$ cat config.mk
export PLATFORM = sky130hd
export DESIGN_NAME = tlc_phase_monitor
export DESIGN_NICKNAME = d
export VERILOG_FILES = /design/src/rtl/tlc_mon_pkg.sv /design/src/rtl/tlc_lamp_decode.sv /design/src/rtl/tlc_phase_monitor.sv
export SDC_FILE = /design/constraint.sdc
export NUM_CORES = 1
export LEC_CHECK = 0
export CAP_MARGIN = 40
export CELL_PAD_IN_SITES_DETAIL_PLACEMENT = 1
export CELL_PAD_IN_SITES_GLOBAL_PLACEMENT = 2
export CORE_MARGIN = 8
export CORE_UTILIZATION = 30
export DETAILED_ROUTE_END_ITERATION = 8
export HOLD_SLACK_MARGIN = 0.05
export MAX_ROUTING_LAYER = met4
export PLACE_DENSITY_LB_ADDON = 0.1
export SLEW_MARGIN = 20
export SYNTH_ARGS = -nofsm -noshare
export SYNTH_HDL_FRONTEND = slang
export SYNTH_SLANG_ARGS = --single-unit
$ cat constraint.sdc
create_clock -name clk -period 3.5 [get_ports clk]
set_input_delay 0.7 -clock clk [delete_from_list [all_inputs] [get_ports clk]]
set_output_delay 0.7 -clock clk [all_outputs]
set_load 0.1 [all_outputs]
$ cat src/rtl/tlc_mon_pkg.sv
// Shared types and helpers for the traffic-light phase monitor.
// Build option: define TLC_MON_STALL_EN to enable the phase stall detector.
package tlc_mon_pkg;

  typedef enum logic [1:0] {
    PH_HG = 2'd0,
    PH_HY = 2'd1,
    PH_FG = 2'd2,
    PH_FY = 2'd3
  } phase_t;

  typedef enum logic {
    ST_SYNC  = 1'b0,
    ST_TRACK = 1'b1
  } state_t;

  // Bit positions inside the lamps bus {fr_r, fr_y, fr_g, hw_r, hw_y, hw_g}
  localparam int LAMP_HW_G = 0;
  localparam int LAMP_HW_Y = 1;
  localparam int LAMP_HW_R = 2;
  localparam int LAMP_FR_G = 3;
  localparam int LAMP_FR_Y = 4;
  localparam int LAMP_FR_R = 5;

  // Exactly two lamps lit: one on each road
  localparam logic [5:0] CODE_HG = (6'd1 << LAMP_HW_G) | (6'd1 << LAMP_FR_R);
  localparam logic [5:0] CODE_HY = (6'd1 << LAMP_HW_Y) | (6'd1 << LAMP_FR_R);
  localparam logic [5:0] CODE_FG = (6'd1 << LAMP_FR_G) | (6'd1 << LAMP_HW_R);
  localparam logic [5:0] CODE_FY = (6'd1 << LAMP_FR_Y) | (6'd1 << LAMP_HW_R);

  // Legal successor in the cycle HG -> HY -> FG -> FY -> HG
  function automatic phase_t next_phase(input phase_t p);
    case (p)
      PH_HG:   return PH_HY;
      PH_HY:   return PH_FG;
      PH_FG:   return PH_FY;
      default: return PH_HG;
    endcase
  endfunction

  // Minimum dwell for a phase: greens use min_green, yellows min_yellow
  function automatic int min_cycles(input phase_t p, input int min_green,
                                    input int min_yellow);
    if (p == PH_HG || p == PH_FG) return min_green;
    return min_yellow;
  endfunction

endpackage

$ cat src/rtl/tlc_lamp_decode.sv
// Combinational lamp decoder: maps the six lamp bits to a legal flag and phase.
module tlc_lamp_decode
  import tlc_mon_pkg::*;
(
  input  logic [5:0] lamps,
  output logic       legal,
  output logic [1:0] phase
);

  // Only the four exact two-lamp codes are legal; everything else is illegal
  always_comb begin
    legal = 1'b1;
    phase = PH_HG;
    case (lamps)
      CODE_HG: phase = PH_HG;
      CODE_HY: phase = PH_HY;
      CODE_FG: phase = PH_FG;
      CODE_FY: phase = PH_FY;
      default: legal = 1'b0;
    endcase
  end

endmodule

$ cat src/rtl/tlc_phase_monitor.sv
// On-chip checker for a traffic-light controller lamp interface.
// Registers the lamps, decodes the phase, times it, checks the sequence
// HG -> HY -> FG -> FY -> HG and keeps sticky error flags.
// Build option: define TLC_MON_STALL_EN to raise err_stall when a phase
// lasts MAX_PHASE cycles; otherwise err_stall is tied low.
module tlc_phase_monitor
  import tlc_mon_pkg::*;
#(
  parameter int CNT_W      = 8,
  parameter int TRANS_W    = 16,
  parameter int MIN_GREEN  = 4,
  parameter int MIN_YELLOW = 3,
  parameter int MAX_PHASE  = 200
) (
  input  logic               clk,
  input  logic               rst,
  input  logic [5:0]         lamps,
  input  logic               clr,
  output logic               phase_valid,
  output logic [1:0]         phase,
  output logic [CNT_W-1:0]   phase_cycles,
  output logic [TRANS_W-1:0] trans_cnt,
  output logic               err_code,
  output logic               err_seq,
  output logic               err_short,
  output logic               err_stall
);

  localparam logic [CNT_W-1:0] CYC_MAX = '1;
  localparam logic [CNT_W-1:0] CYC_ONE = CNT_W'(1);

  // Parameter sanity: the minimums and stall limit must fit the counter
  if (MIN_GREEN >= (2 ** CNT_W) || MIN_YELLOW >= (2 ** CNT_W) ||
      MAX_PHASE >= (2 ** CNT_W)) begin : g_bad_params
    $error("tlc_phase_monitor: MIN_* and MAX_PHASE must be below 2**CNT_W");
  end

  logic [5:0]         lamps_q;
  logic               dec_legal;
  logic [1:0]         dec_phase_raw;
  phase_t             dec_phase;
  state_t             state, state_n;
  phase_t             phase_r, phase_n;
  logic [CNT_W-1:0]   cyc_n;
  logic [TRANS_W-1:0] trans_n;
  logic               first, first_n;
  logic               valid_n;
  logic               ev_code, ev_seq, ev_short, ev_stall;

  tlc_lamp_decode u_decode (
    .lamps (lamps_q),
    .legal (dec_legal),
    .phase (dec_phase_raw)
  );

  assign dec_phase = phase_t'(dec_phase_raw);
  assign phase     = phase_r;

  // Input capture register
  always_ff @(posedge clk) begin
    if (rst) lamps_q <= '0;
    else     lamps_q <= lamps;
  end

  // FSM, counters and tracking state
  always_ff @(posedge clk) begin
    if (rst) begin
      state        <= ST_SYNC;
      phase_r      <= PH_HG;
      phase_cycles <= '0;
      trans_cnt    <= '0;
      first        <= 1'b0;
      phase_valid  <= 1'b0;
    end else begin
      state        <= state_n;
      phase_r      <= phase_n;
      phase_cycles <= cyc_n;
      trans_cnt    <= trans_n;
      first        <= first_n;
      phase_valid  <= valid_n;
    end
  end

  // Next-state logic; error events are one-cycle pulses into the sticky flags
  always_comb begin
    state_n  = state;
    phase_n  = phase_r;
    cyc_n    = phase_cycles;
    trans_n  = trans_cnt;
    first_n  = first;
    valid_n  = phase_valid;
    ev_code  = 1'b0;
    ev_seq   = 1'b0;
    ev_short = 1'b0;
    ev_stall = 1'b0;
    case (state)
      ST_SYNC: begin
        // Dark or garbage lamps at power-up are expected, so no error here
        if (dec_legal) begin
          state_n = ST_TRACK;
          phase_n = dec_phase;
          cyc_n   = CYC_ONE;
          first_n = 1'b1;
          valid_n = 1'b1;
        end
      end
      default: begin
        if (!dec_legal) begin
          ev_code = 1'b1;
          state_n = ST_SYNC;
          valid_n = 1'b0;
          cyc_n   = '0;
        end else if (dec_phase == phase_r) begin
          if (phase_cycles != CYC_MAX) cyc_n = phase_cycles + CYC_ONE;
`ifdef TLC_MON_STALL_EN
          if (32'(cyc_n) >= MAX_PHASE) ev_stall = 1'b1;
`endif
        end else if (dec_phase == next_phase(phase_r)) begin
          trans_n = trans_cnt + 1'b1;
          phase_n = dec_phase;
          cyc_n   = CYC_ONE;
          first_n = 1'b0;
          // The phase entered from SYNC may be partial, so it is not timed
          if (!first &&
              32'(phase_cycles) < min_cycles(phase_r, MIN_GREEN, MIN_YELLOW))
            ev_short = 1'b1;
        end else begin
          ev_seq  = 1'b1;
          phase_n = dec_phase;
          cyc_n   = CYC_ONE;
          first_n = 1'b1;
        end
      end
    endcase
  end

  // Sticky error flags: clr clears, a same-cycle new event wins
  always_ff @(posedge clk) begin
    if (rst) begin
      err_code  <= 1'b0;
      err_seq   <= 1'b0;
      err_short <= 1'b0;
    end else begin
      err_code  <= (err_code  & ~clr) | ev_code;
      err_seq   <= (err_seq   & ~clr) | ev_seq;
      err_short <= (err_short & ~clr) | ev_short;
    end
  end

`ifdef TLC_MON_STALL_EN
  // Sticky stall flag
  always_ff @(posedge clk) begin
    if (rst) err_stall <= 1'b0;
    else     err_stall <= (err_stall & ~clr) | ev_stall;
  end
`else
  assign err_stall = 1'b0;
  logic unused_stall;
  assign unused_stall = ev_stall;
`endif

endmodule

==> metrics.csv <==
stage,metric,value,unit
pwr,p_sw,0.000230,W
clocking,tritoncts,done,
setup_path,slowest_delay,0.52,ns
floorplanning,core,6310,um^2
floorplanning,io_pins,40,
placed_design,port_buffers,38,
floorplanning,rows,29,
logic_synthesis,netlist_area,1940,um^2
timing,fmax,0.345,GHz
clocking,clockBufferDepth,2,
placed_design,dp_hpwl,4.28,mm
logic_synthesis,netlist_instances,230,
finish,nFillCells,748,
floorplanning,die_y,96.5,um
clocking,clkTransAtPathRegs,0.07,ns
setup_path,endpoint_kind,flop,
timing,clock_skew,0.00490,ns
clocking,cts_resized,0,
timing,setup_viol,0,
setup_path,cp_top_family,simple AND/OR/NAND/NOR gates,
placed_design,place.gp.congestion,0.751,
clocking,cts_made_buffers,5,
pwr,clock_power_share,34.6,%
min_path,worstHoldStart,err_short,
setup_path,r2r-start,lamps_q[3],
setup_path,crit_chain,"or4b_1, a21oi_1, nor2_1, inv_1, ha_1, nand2_1, nor3_1, nor2_1, a21oi_1, o21ai_0, a311oi_1",
finish,finalCoreUtilization,42.6,%
setup_path,critPathRequiredTime,3.70,ns
global_routing,antenna_found_initial,0,
logic_synthesis,synth_cell_types,46,
flow_run,max_cap_violations,0,
logic_synthesis,yosys_warnings,0,
pwr,max-vdd-ir-drop,0.000156,V
pwr,sw_frac_of_total,27.2,%
setup_path,cp_slowest_cell,or4b_1,
route,drt_iter0_drc,55,
pwr,combPwrFrac,12.4,%
finish,diodes,0,
finish,drive_gt1_share,16.1,%
logic_synthesis,synth_top_area_share,39.2,%
route,first_pass_iters,4,
timing,max_slew_margin,57.1,%
timing,layout_setup_ws,0.602,ns
route,drt_wl_total,5.63,mm
setup_path,start_kind,flop,
logic_synthesis,synthTopCellsByArea,"dfxtp_1 39%, ha_1 5.8%, a21oi_1 5.7%",
pwr,p_int,0.000616,W
pwr,total_power,0.000847,W
global_routing,grt.overflow.total,0,
setup_path,path_buf_inv,1,
global_routing,grt_first_pass_wirelength,9.67,mm
pwr,p_per_area,315,nW/um^2
logic_synthesis,synth_top_area_cell,dfxtp_1,
logic_synthesis,synth_seq_area_share,39.2,%
min_path,hold_class,flop to flop,
timing,report.final.slew_viol_count,0,
timing,min_period_over_period,82.8,%
timing,tightest_slew,0.640,ns
logic_synthesis,synth_seq_cells,38,
finish,multi_input_area,1100,um^2
route,detail-route-antenna-nets,0,
clocking,clock_sinks,38,
placed_design,pre_cts_ws,0.572,ns
logic_synthesis,syn_area_per_cell,8.44,um^2
floorplanning,dieArea,9300,um^2
floorplanning,initial_core_util,30.8,%
clocking,hold_buffers,0,
global_routing,grt_max_degree,25,
floorplanning,die-width,96.5,um
logic_synthesis,synth-main-ff-cell,dfxtp_1,
finish,regArea,761,um^2
clocking,clock-root-buffer,clkbuf_8,
setup_path,arrival,3.10,ns
route,post_drt_via_cell_ratio,5.10,
timing,finalSetupTns,0,ns
setup_path,crit_path_start,lamps_q[3],
clocking,post_cts_buffers,0,
clocking,clock_latency,0.29,ns
logic_synthesis,synth_commonest_cells,"38 x dfxtp_1, 23 x nor2_1, 22 x a21oi_1",
logic_synthesis,synth_edf_count,0,
route,vias,1853,
global_routing,globalRouteTotalUtil,13.6,%
timing,hold_viol,0,
logic_synthesis,synth.most_common_cell,dfxtp_1,
finish,num-nets-final,304,
pwr,power_leakage,0.937,nW
logic_synthesis,synth_fp_nets,248,
timing,grt_setup_unrepaired,no,
logic_synthesis,synthArstFlopShare,0,%
setup_path,cp_max_fo,8,
route,drt_drc_violations_left,0,
timing,finalCriticalPeriod,2.90,ns
setup_path,path_class,flop to flop,
global_routing,grt_pass1_vias,1935,
outcome,outcome,"finished, final reports clean",
route,wl_per_cell,15.5,um
finish,area_delta_synth_final,38.4,%
pwr,seqPwrFrac,53.0,%
clocking,ctsHtreeMaxLevel,2,
-- final timing paths --
check | to | cells past startpoint | slack, ns
worst max-delay path | phase_cycles[2] | 11 | 0.60
worst max register to register | phase_cycles[2] | 11 | 0.60
worst min-delay path | err_short | 2 | 0.48
worst min register to register | err_short | 2 | 0.48
-- sequential cells by signal (all words and copies together), names as in the netlist --
name,flops
trans_cnt,16
phase_cycles,8
lamps_q,6
phase,2
err_code,1
err_seq,1
err_short,1
first,1
phase_valid,1
state,1
-- stage by stage --
stage	area (um^2)	std cells	hold WS, ns
floorplan	1940	230	0.485
global placement	2370	341	0.460
detailed placement	2610	356	0.475
CTS	2690	363	0.487
global route	2690	363	0.509
finish	2690	363	0.482
-- power by group through the flow --
stage / Clock (W) / Sequential [W] / Combinational (W)
2_1_floorplan: 0 / 0.000479 / 0.0000480
3_5_place_dp: 0 / 0.000459 / 0.000106
6_report: 0.000293 / 0.000449 / 0.000105
3_3_place_gp: 0 / 0.000459 / 0.0000995
5_1_grt: 0.000325 / 0.000451 / 0.000115
4_1_cts: 0.000304 / 0.000449 / 0.000106
-- worst reg2reg max path: stages (launching register included) --
cell and delay [ns]:
dfxtp_1 0.33, or4b_1 0.52, a21oi_1 0.26, nor2_1 0.22
inv_1 0.12, ha_1 0.14, nand2_1 0.05, nor3_1 0.44
nor2_1 0.09, a21oi_1 0.15, o21ai_0 0.22, a311oi_1 0.27
-- layout by cell type (no fill, tap or decap), types with 2 or more instances in the layout --
cell	instances
a211oi_1	3
a21oi_1	22
a311oi_1	2
a31o_2	2
a31oi_1	3
and2_1	3
buf_4	20
buf_8	14
clkbuf_1	2
clkbuf_8	5
clkdlybuf4s50_1	23
dfxtp_1	38
ha_1	9
inv_1	10
nand2_1	14
nand2b_1	5
nand3_1	11
nand4_1	6
nand4b_1	2
nor2_1	23
nor2b_1	7
nor3_1	6
nor4_1	3
nor4bb_1	2
o21ai_0	7
o31ai_1	7
or3_1	4
or4_1	7
xnor2_1	6
-- logic make-up (layout without fill, tap and decap cells) --
family                   Yosys count  count (layout)  synth area share (%)
AND/OR/NAND/NOR                   97              97                  27.4
flip-flops                        38              38                  39.2
AO/OA/AOI/OAI                     58              58                  19.5
buffers and inverters             19              75                  4.25
multiplexers                       1               1                 0.515
adder cells (fa/ha/maj)            9               9                  5.80
XOR/XNOR                           7               7                  3.16
other                              1               1                 0.193
-- metal layers --
| metal | global-route usage, % | wire (um) | share of wire (%) |
|---|---|---|---|
| met1 | 16.6 | 2730 | 48 |
| met2 | 21.7 | 2650 | 47 |
| met3 | 3.63 | 191 | 3.4 |
| met4 | 3.78 | 62 | 1.1 |
| met5 | - | 0 | 0 |
-- final cells by class --
| type | count | share of cell area (%) |
|---|---|---|
| multi-input combinational | 173 | 40.9 |
| sequential | 38 | 28.3 |
| timing repair buffer | 58 | 23.0 |
| tap | 77 | 3.58 |
| clock buffer | 7 | 2.84 |
| inverter | 10 | 1.40 |
No activity file was read; power rests on OpenSTA's default activity.
